<file path="src/rtl/mem_port_arbiter.sv">
// mem_port_arbiter: shares one single-port synchronous memory between
// instruction fetch and data access, data first with bounded fetch starvation.
module mem_port_arbiter #(
  parameter int ADDR_WIDTH = 14,
  parameter int MAX_STREAK = 4
) (
  input  logic                  clock,
  input  logic                  reset,
  input  logic                  if_req_i,
  input  logic [ADDR_WIDTH-1:0] if_addr_i,
  output logic                  if_gnt_o,
  output logic                  if_rvalid_o,
  output logic [31:0]           if_rdata_o,
  input  logic                  d_req_i,
  input  logic [3:0]            d_we_i,
  input  logic [ADDR_WIDTH-1:0] d_addr_i,
  input  logic [31:0]           d_wdata_i,
  output logic                  d_gnt_o,
  output logic                  d_rvalid_o,
  output logic [31:0]           d_rdata_o,
  output logic [ADDR_WIDTH-1:0] mem_addr_o,
  output logic [3:0]            mem_wr_o,
  output logic [31:0]           mem_wdata_o,
  input  logic [31:0]           mem_rdata_i
);

  localparam int SW = $clog2(MAX_STREAK + 1);
  localparam logic [SW-1:0] SMAX = SW'(MAX_STREAK);

  typedef enum logic [1:0] {
    IDLE  = 2'd0,
    IF_RD = 2'd1,
    D_RD  = 2'd2,
    D_WR  = 2'd3
  } state_t;

  state_t        state_q, state_d;
  logic [SW-1:0] streak_q, streak_d;
  logic          data_win;
  logic          if_gnt, d_gnt;

  // Grant: data wins unless fetch has waited out a full streak.
  always_comb begin
    data_win = d_req_i && !(if_req_i && (streak_q == SMAX));
    d_gnt    = !reset && data_win;
    if_gnt   = !reset && if_req_i && !data_win;
  end

  assign if_gnt_o = if_gnt;
  assign d_gnt_o  = d_gnt;

  // Memory port steering; the idle default points at the fetch address.
  always_comb begin
    mem_addr_o  = if_addr_i;
    mem_wr_o    = 4'b0000;
    mem_wdata_o = d_wdata_i;
    if (reset) begin
      mem_addr_o = '0;
    end else if (d_gnt) begin
      mem_addr_o = d_addr_i;
      mem_wr_o   = d_we_i;
    end
  end

  // Streak of data grants taken while fetch was kept waiting.
  always_comb begin
    streak_d = streak_q;
    if (!if_req_i || if_gnt) begin
      streak_d = '0;
    end else if (d_gnt && (streak_q != SMAX)) begin
      streak_d = streak_q + 1'b1;
    end
  end

  // Owner of the access issued this cycle, used to route next cycle's data.
  always_comb begin
    state_d = IDLE;
    unique case (1'b1)
      if_gnt:                state_d = IF_RD;
      d_gnt && ~|d_we_i:     state_d = D_RD;
      d_gnt && |d_we_i:      state_d = D_WR;
      default:               state_d = IDLE;
    endcase
  end

  // State and streak registers.
  always_ff @(posedge clock or posedge reset) begin
    if (reset) begin
      state_q  <= IDLE;
      streak_q <= '0;
    end else begin
      state_q  <= state_d;
      streak_q <= streak_d;
    end
  end

  // Read data return, zeroed on the interface that does not own it.
  always_comb begin
    if_rvalid_o = (state_q == IF_RD);
    d_rvalid_o  = (state_q == D_RD);
    if_rdata_o  = if_rvalid_o ? mem_rdata_i : 32'h0;
    d_rdata_o   = d_rvalid_o ? mem_rdata_i : 32'h0;
  end

endmodule

</file>
<file path="config.mk">
export PLATFORM = sky130hd
export DESIGN_NAME = mem_port_arbiter
export DESIGN_NICKNAME = d
export VERILOG_FILES = /design/src/rtl/mem_port_arbiter.sv
export SDC_FILE = /design/constraint.sdc
export NUM_CORES = 1
export LEC_CHECK = 0
export CAP_MARGIN = 20
export CORE_ASPECT_RATIO = 1.1
export CORE_MARGIN = 8
export CORE_UTILIZATION = 20
export CTS_CLUSTER_SIZE = 25
export DETAILED_ROUTE_END_ITERATION = 7
export HOLD_SLACK_MARGIN = 0.15
export PLACE_DENSITY = 0.84
export SLEW_MARGIN = 10
export SYNTH_ARGS = -nofsm -noshare
export SYNTH_HDL_FRONTEND = slang
export SYNTH_SLANG_ARGS = --single-unit
</file>
<file path="constraint.sdc">
create_clock -name clock -period 1.8 [get_ports clock]
set_clock_uncertainty 0.15 [all_clocks]
set_input_delay 0.27 -clock clock [delete_from_list [all_inputs] [get_ports clock]]
set_output_delay 0.27 -clock clock [all_outputs]
set_load 0.02 [all_outputs]
</file>
Word-level counts from Yosys, hierarchy flattened
Cells that the tools add are included.
{ "word_totals": {"reg_bits": 5, "in_bits": 100, "out_inout_bits": 118, "word_cells": 32} }
{ "op_classes": {"addsub": 1, "n_eq_ne": 4, "mux": 9, "n_reduce_logical": 16} }
{ "op_table": {"columns": ["op", "n"], "rows": [
  ["$mux 32", 2],
  ["$mux 14", 2],
  ["$logic_and 1x1->1", 8],
  ["$mux 4", 2],
  ["$mux 3", 2],
  ["$pmux 2 s3", 1],
  ["$logic_not 1->1", 5],
  ["$reduce_or 4->1", 1],
  ["$add 3x1->3 const B", 1],
  ["$eq 3x3->1 const B", 1],
  ["$ne 3x3->1 const B", 1],
  ["$eq 2x1->1 const B", 1],
  ["$eq 2x2->1 const B", 1],
  ["$reduce_bool 2->1", 1],
  ["$logic_or 1x1->1", 1]
]} }

Longest topological paths before layout
{ "depth": {"word_depth": 8, "ltp_mapped": 6, "mapped_depth_nobuf": 5} }

Worst setup path after synthesis
Ideal clock, no wire load.
{ "synth_timing": {"path_type": "register to output", "start": "register streak_q[0]", "end": "output mem_addr_o[0]", "arrival_time_ns": 1.386, "required_ns": 1.380, "setup_slack_ns": -0.006, "stages_incl_launch_ff": 7, "path_buffers": 1, "path_cell_list": "dfrtp_1 -> inv_1 -> ha_1 -> nand3_1 -> and3_4 -> buf_2 -> a22o_1"} }
{ "synth_between": {"elab_chain_len": 7} }
{ "synth_lines": {"columns": ["item", "line", "source"], "rows": [
  ["from (decl)", "38", "logic [SW-1:0] streak_q, streak_d;"],
  ["from (signal assigned)", "93", "streak_q <= streak_d;"],
  ["$eq 3x3->1", "44", "data_win = d_req_i && !(if_req_i && (streak_q == SMAX));"],
  ["$logic_and 1x1->1", "44", null],
  ["$logic_not 1->1", "44", null],
  ["$logic_and 1x1->1", "44", null],
  ["$logic_and 1x1->1", "45", "d_gnt = !reset && data_win;"],
  ["via d_gnt_o", "18", "output logic d_gnt_o,"],
  ["$mux 14", "59", "end else if (d_gnt) begin"],
  ["$mux 14", "57", "if (reset) begin"],
  ["to (decl)", "21", "output logic [ADDR_WIDTH-1:0] mem_addr_o,"]
]} }
The timed path passes the listed nets, and every way through them passes these cells.

Worst setup path in the final report
{ "layout_timing": {"start": "register streak_q[0]", "end": "output mem_addr_o[11]"} }
{ "layout_between": {"elab_chain_len": 7} }
{ "layout_lines": {"columns": ["item", "line"], "rows": [
  ["$eq 3x3->1", "44"],
  ["$logic_and 1x1->1", "44"],
  ["$logic_not 1->1", "44"],
  ["$logic_and 1x1->1", "44"],
  ["$logic_and 1x1->1", "45"],
  ["$mux 14", "59"],
  ["$mux 14", "57"]
]} }
No other way between the ends.

==> metrics.txt <==
HPWL after detailed placement=4740 um; Seq/Total Area, Yosys=0.111; maximum VDD drop=261 uV; slack of the critical path=-0.240 ns; pre-CTS worst setup slack=-0.637 ns; placed insts=~350; utilization of the core after routing=0.516; Rel. slew slack=0.834; worst-skew pair later-pin latency=about 0.22 ns; run status=finished with violations; power per cell area=365 nW/um2; cell area after placement=2610 um2; area share of the largest cell type after synthesis=0.376; I/O pin cnt=between 200 and 250; Starting Density=0.208; clock tree root buffer cell=sky130_fd_sc_hd__clkbuf_8; nature of the critical path endpoint=output port; wire length of the first global-routing pass=roughly 8000 um; number of synthesized register bits=5; drt initial violations=22; met3 GRT Util=0.0860; EDFF count, synth=0; number of antenna-violating nets in the routed design=0; clock tree from TritonCTS=yes; Placement Rows=28; worst hold-check path type=in2async; Top FF cell, synth=sky130_fd_sc_hd__dfrtp_1; detailed-route wire length=about 6500 um; syn nets=254; number of antenna violations at the first check in global routing=0; chip width=87.7 um; aggregate global routing overflow=0; WP data arrival=between 1.5 and 2 ns; leading post-synthesis cells by instance count=sky130_fd_sc_hd__and2_1 (68), sky130_fd_sc_hd__buf_4 (32), sky130_fd_sc_hd__a22o_1 (13); clk buf depth=2; top cells by area, synth=sky130_fd_sc_hd__and2_1 (38%), sky130_fd_sc_hd__buf_4 (21%), sky130_fd_sc_hd__dfrtp_1 (11%); count of port buffers added during placement=around 150; area of all placed cells without fillers=2800 um2; startpoint type of the worst setup path=flip-flop; Peak Freq=roughly 0.5 GHz; layout net count=402; buffers plus inverters on the worst setup path=3; count of hold-fix buffers inserted at cts=0; number of global-route vias before repair=between 1500 and 2000; area growth from synthesis to layout=148%; register-to-register path setup slack=0.29 ns; wire length per cell=17.4 um; count of mapped cells out of synthesis=between 150 and 200; maximum number of pins on one net before global-route repair=20; post-synthesis instance area=approximately 1100 um2; Post-synth ARST share=1.00; Total Power=between 1 and 1.5 mW; cell family with most CP delay=buffers and inverters; Ys Warns=0; proportion of layout cells with a drive suffix above 1=0.485; via count=about 1600; Final Cycle Share=1.13; leading cell type by number of instances after synthesis=sky130_fd_sc_hd__and2_1; final max-slew violation count=0; core area=~5400 um2; final hold violation count=0; TritonCTS sink count=5; static leakage=1.37 nW; drt via density=roughly 4.4; overall routing resource usage=0.122; synth unique cells=22; max-cap check violation count=0; violated checks=setup timing; Die ar.=roughly 8300 um2; clock transition at the registers of the reported paths=0.04 ns; number of detailed-routing iterations run before antenna repair=4; critical path required time=between 1 and 1.5 ns; maximum level of the CTS H-tree=1; post-layout min period=a little over 2 ns; remaining routing DRC violations=0; Post-Route Hold Slack=roughly 0.26 ns; kind of critical path=reg2out; layer carrying the most global-route usage=met2; ordered cell list for the critical path=inv_2, ha_4, nand3_4, a21oi_4, clkbuf_16, a22o_1, buf_6; average cell area after synthesis=7.44 um2; Worst path slowest cell=sky130_fd_sc_hd__dfrtp_1; setup repair after global routing missed its margin=yes; Total Neg Setup Slack=-4.12 ns; number of clock buffers inserted by TritonCTS=3; Ant. Diodes=0; Post-Layout Cell Count=about 370; global placement routability congestion=0.785; Synth area leader=sky130_fd_sc_hd__and2_1; critical path's largest stage delay=approximately 0.38 ns; die extent in y=between 90 and 100 um; Setup violations, final=32; met1 GRT Util=0.111; slew at the pin with the worst max-slew slack=0.248 ns; met2 global-route usage=0.214; Max FO, Critical Path=7
[worst min-delay path, cell delays in order]
cell and delay [ns]:
sky130_fd_sc_hd__clkdlybuf4s50_1 0.43, sky130_fd_sc_hd__inv_2 0.10, sky130_fd_sc_hd__buf_4 0.16
[flip-flops by register name, indices dropped and copies added, names as in the netlist]
register / flops
streak_q: 3
state_q: 2
[worst paths after layout]
kind / startpoint / to / depth (start not counted)
max: streak_q[0] / mem_addr_o[11] / 7
min: reset / streak_q[1] / 3
max reg2reg: streak_q[0] / streak_q[0] / 8
min reg2reg: streak_q[1] / streak_q[1] / 3
max in group asynchronous: reset / state_q[1] / 3
min in group clock: d_wdata_i[0] / mem_wdata_o[0] / 0
[cells by family (layout without fill, tap and decap cells)]
| family | count (synthesis) | count (layout) | synth area share |
|---|---|---|---|
| simple gates | 81 | 82 | 0.450 |
| buf+inv | 44 | 190 | 0.261 |
| compound gates | 18 | 18 | 0.135 |
| flops | 5 | 5 | 0.111 |
| fa+ha+maj | 2 | 2 | 0.0221 |
| xor+xnor | 1 | 1 | 0.00774 |
| mux | 1 | 1 | 0.0133 |
[power by group]
| part | leakage, nW | internal (mW) | switching (mW) |
|---|---|---|---|
| Combinational | 1.28 | 0.396 | 0.296 |
| Clock | 0.0228 | 0.152 | 0.0576 |
| Sequential | 0.0667 | 0.118 | 0.00439 |
| Total | 1.37 | 0.665 | 0.358 |
[layout by cell type, fill, tap and decap left out, types with 4 or more instances in the layout]
master                            count
sky130_fd_sc_hd__buf_2               15
sky130_fd_sc_hd__and2_1              55
sky130_fd_sc_hd__buf_4               48
sky130_fd_sc_hd__clkdlybuf4s50_1     67
sky130_fd_sc_hd__a22o_1              13
sky130_fd_sc_hd__and2_2               4
sky130_fd_sc_hd__clkbuf_2             9
sky130_fd_sc_hd__buf_6               38
sky130_fd_sc_hd__dfrtp_1              5
sky130_fd_sc_hd__and2_4               9
[repair_timing]
item                                    in CTS  in global routing
gates cloned                                 1                  8
buffers inserted                             4                  6
gates resized for setup                    289                173
pin swaps                                    5                 16
endpoints found under the setup margin      86                 85
[area by class of cell]
cell class	instances	area (um2)
sequential	5	125
timing repair buffer	183	1710
tap	75	93.8
inverter	3	11.3
multi-input combinational	104	813
fill	530	2630
clock buffer	4	45.0
[routing by layer]
metal | part of all wire | vias up
li1 | - | 759
met1 | 0.38 | 722
met2 | 0.48 | 145
met3 | 0.14 | 4
met4 | 0.0058 | 0
met5 | 0 | -
Power figures use the tool's default switching activity.
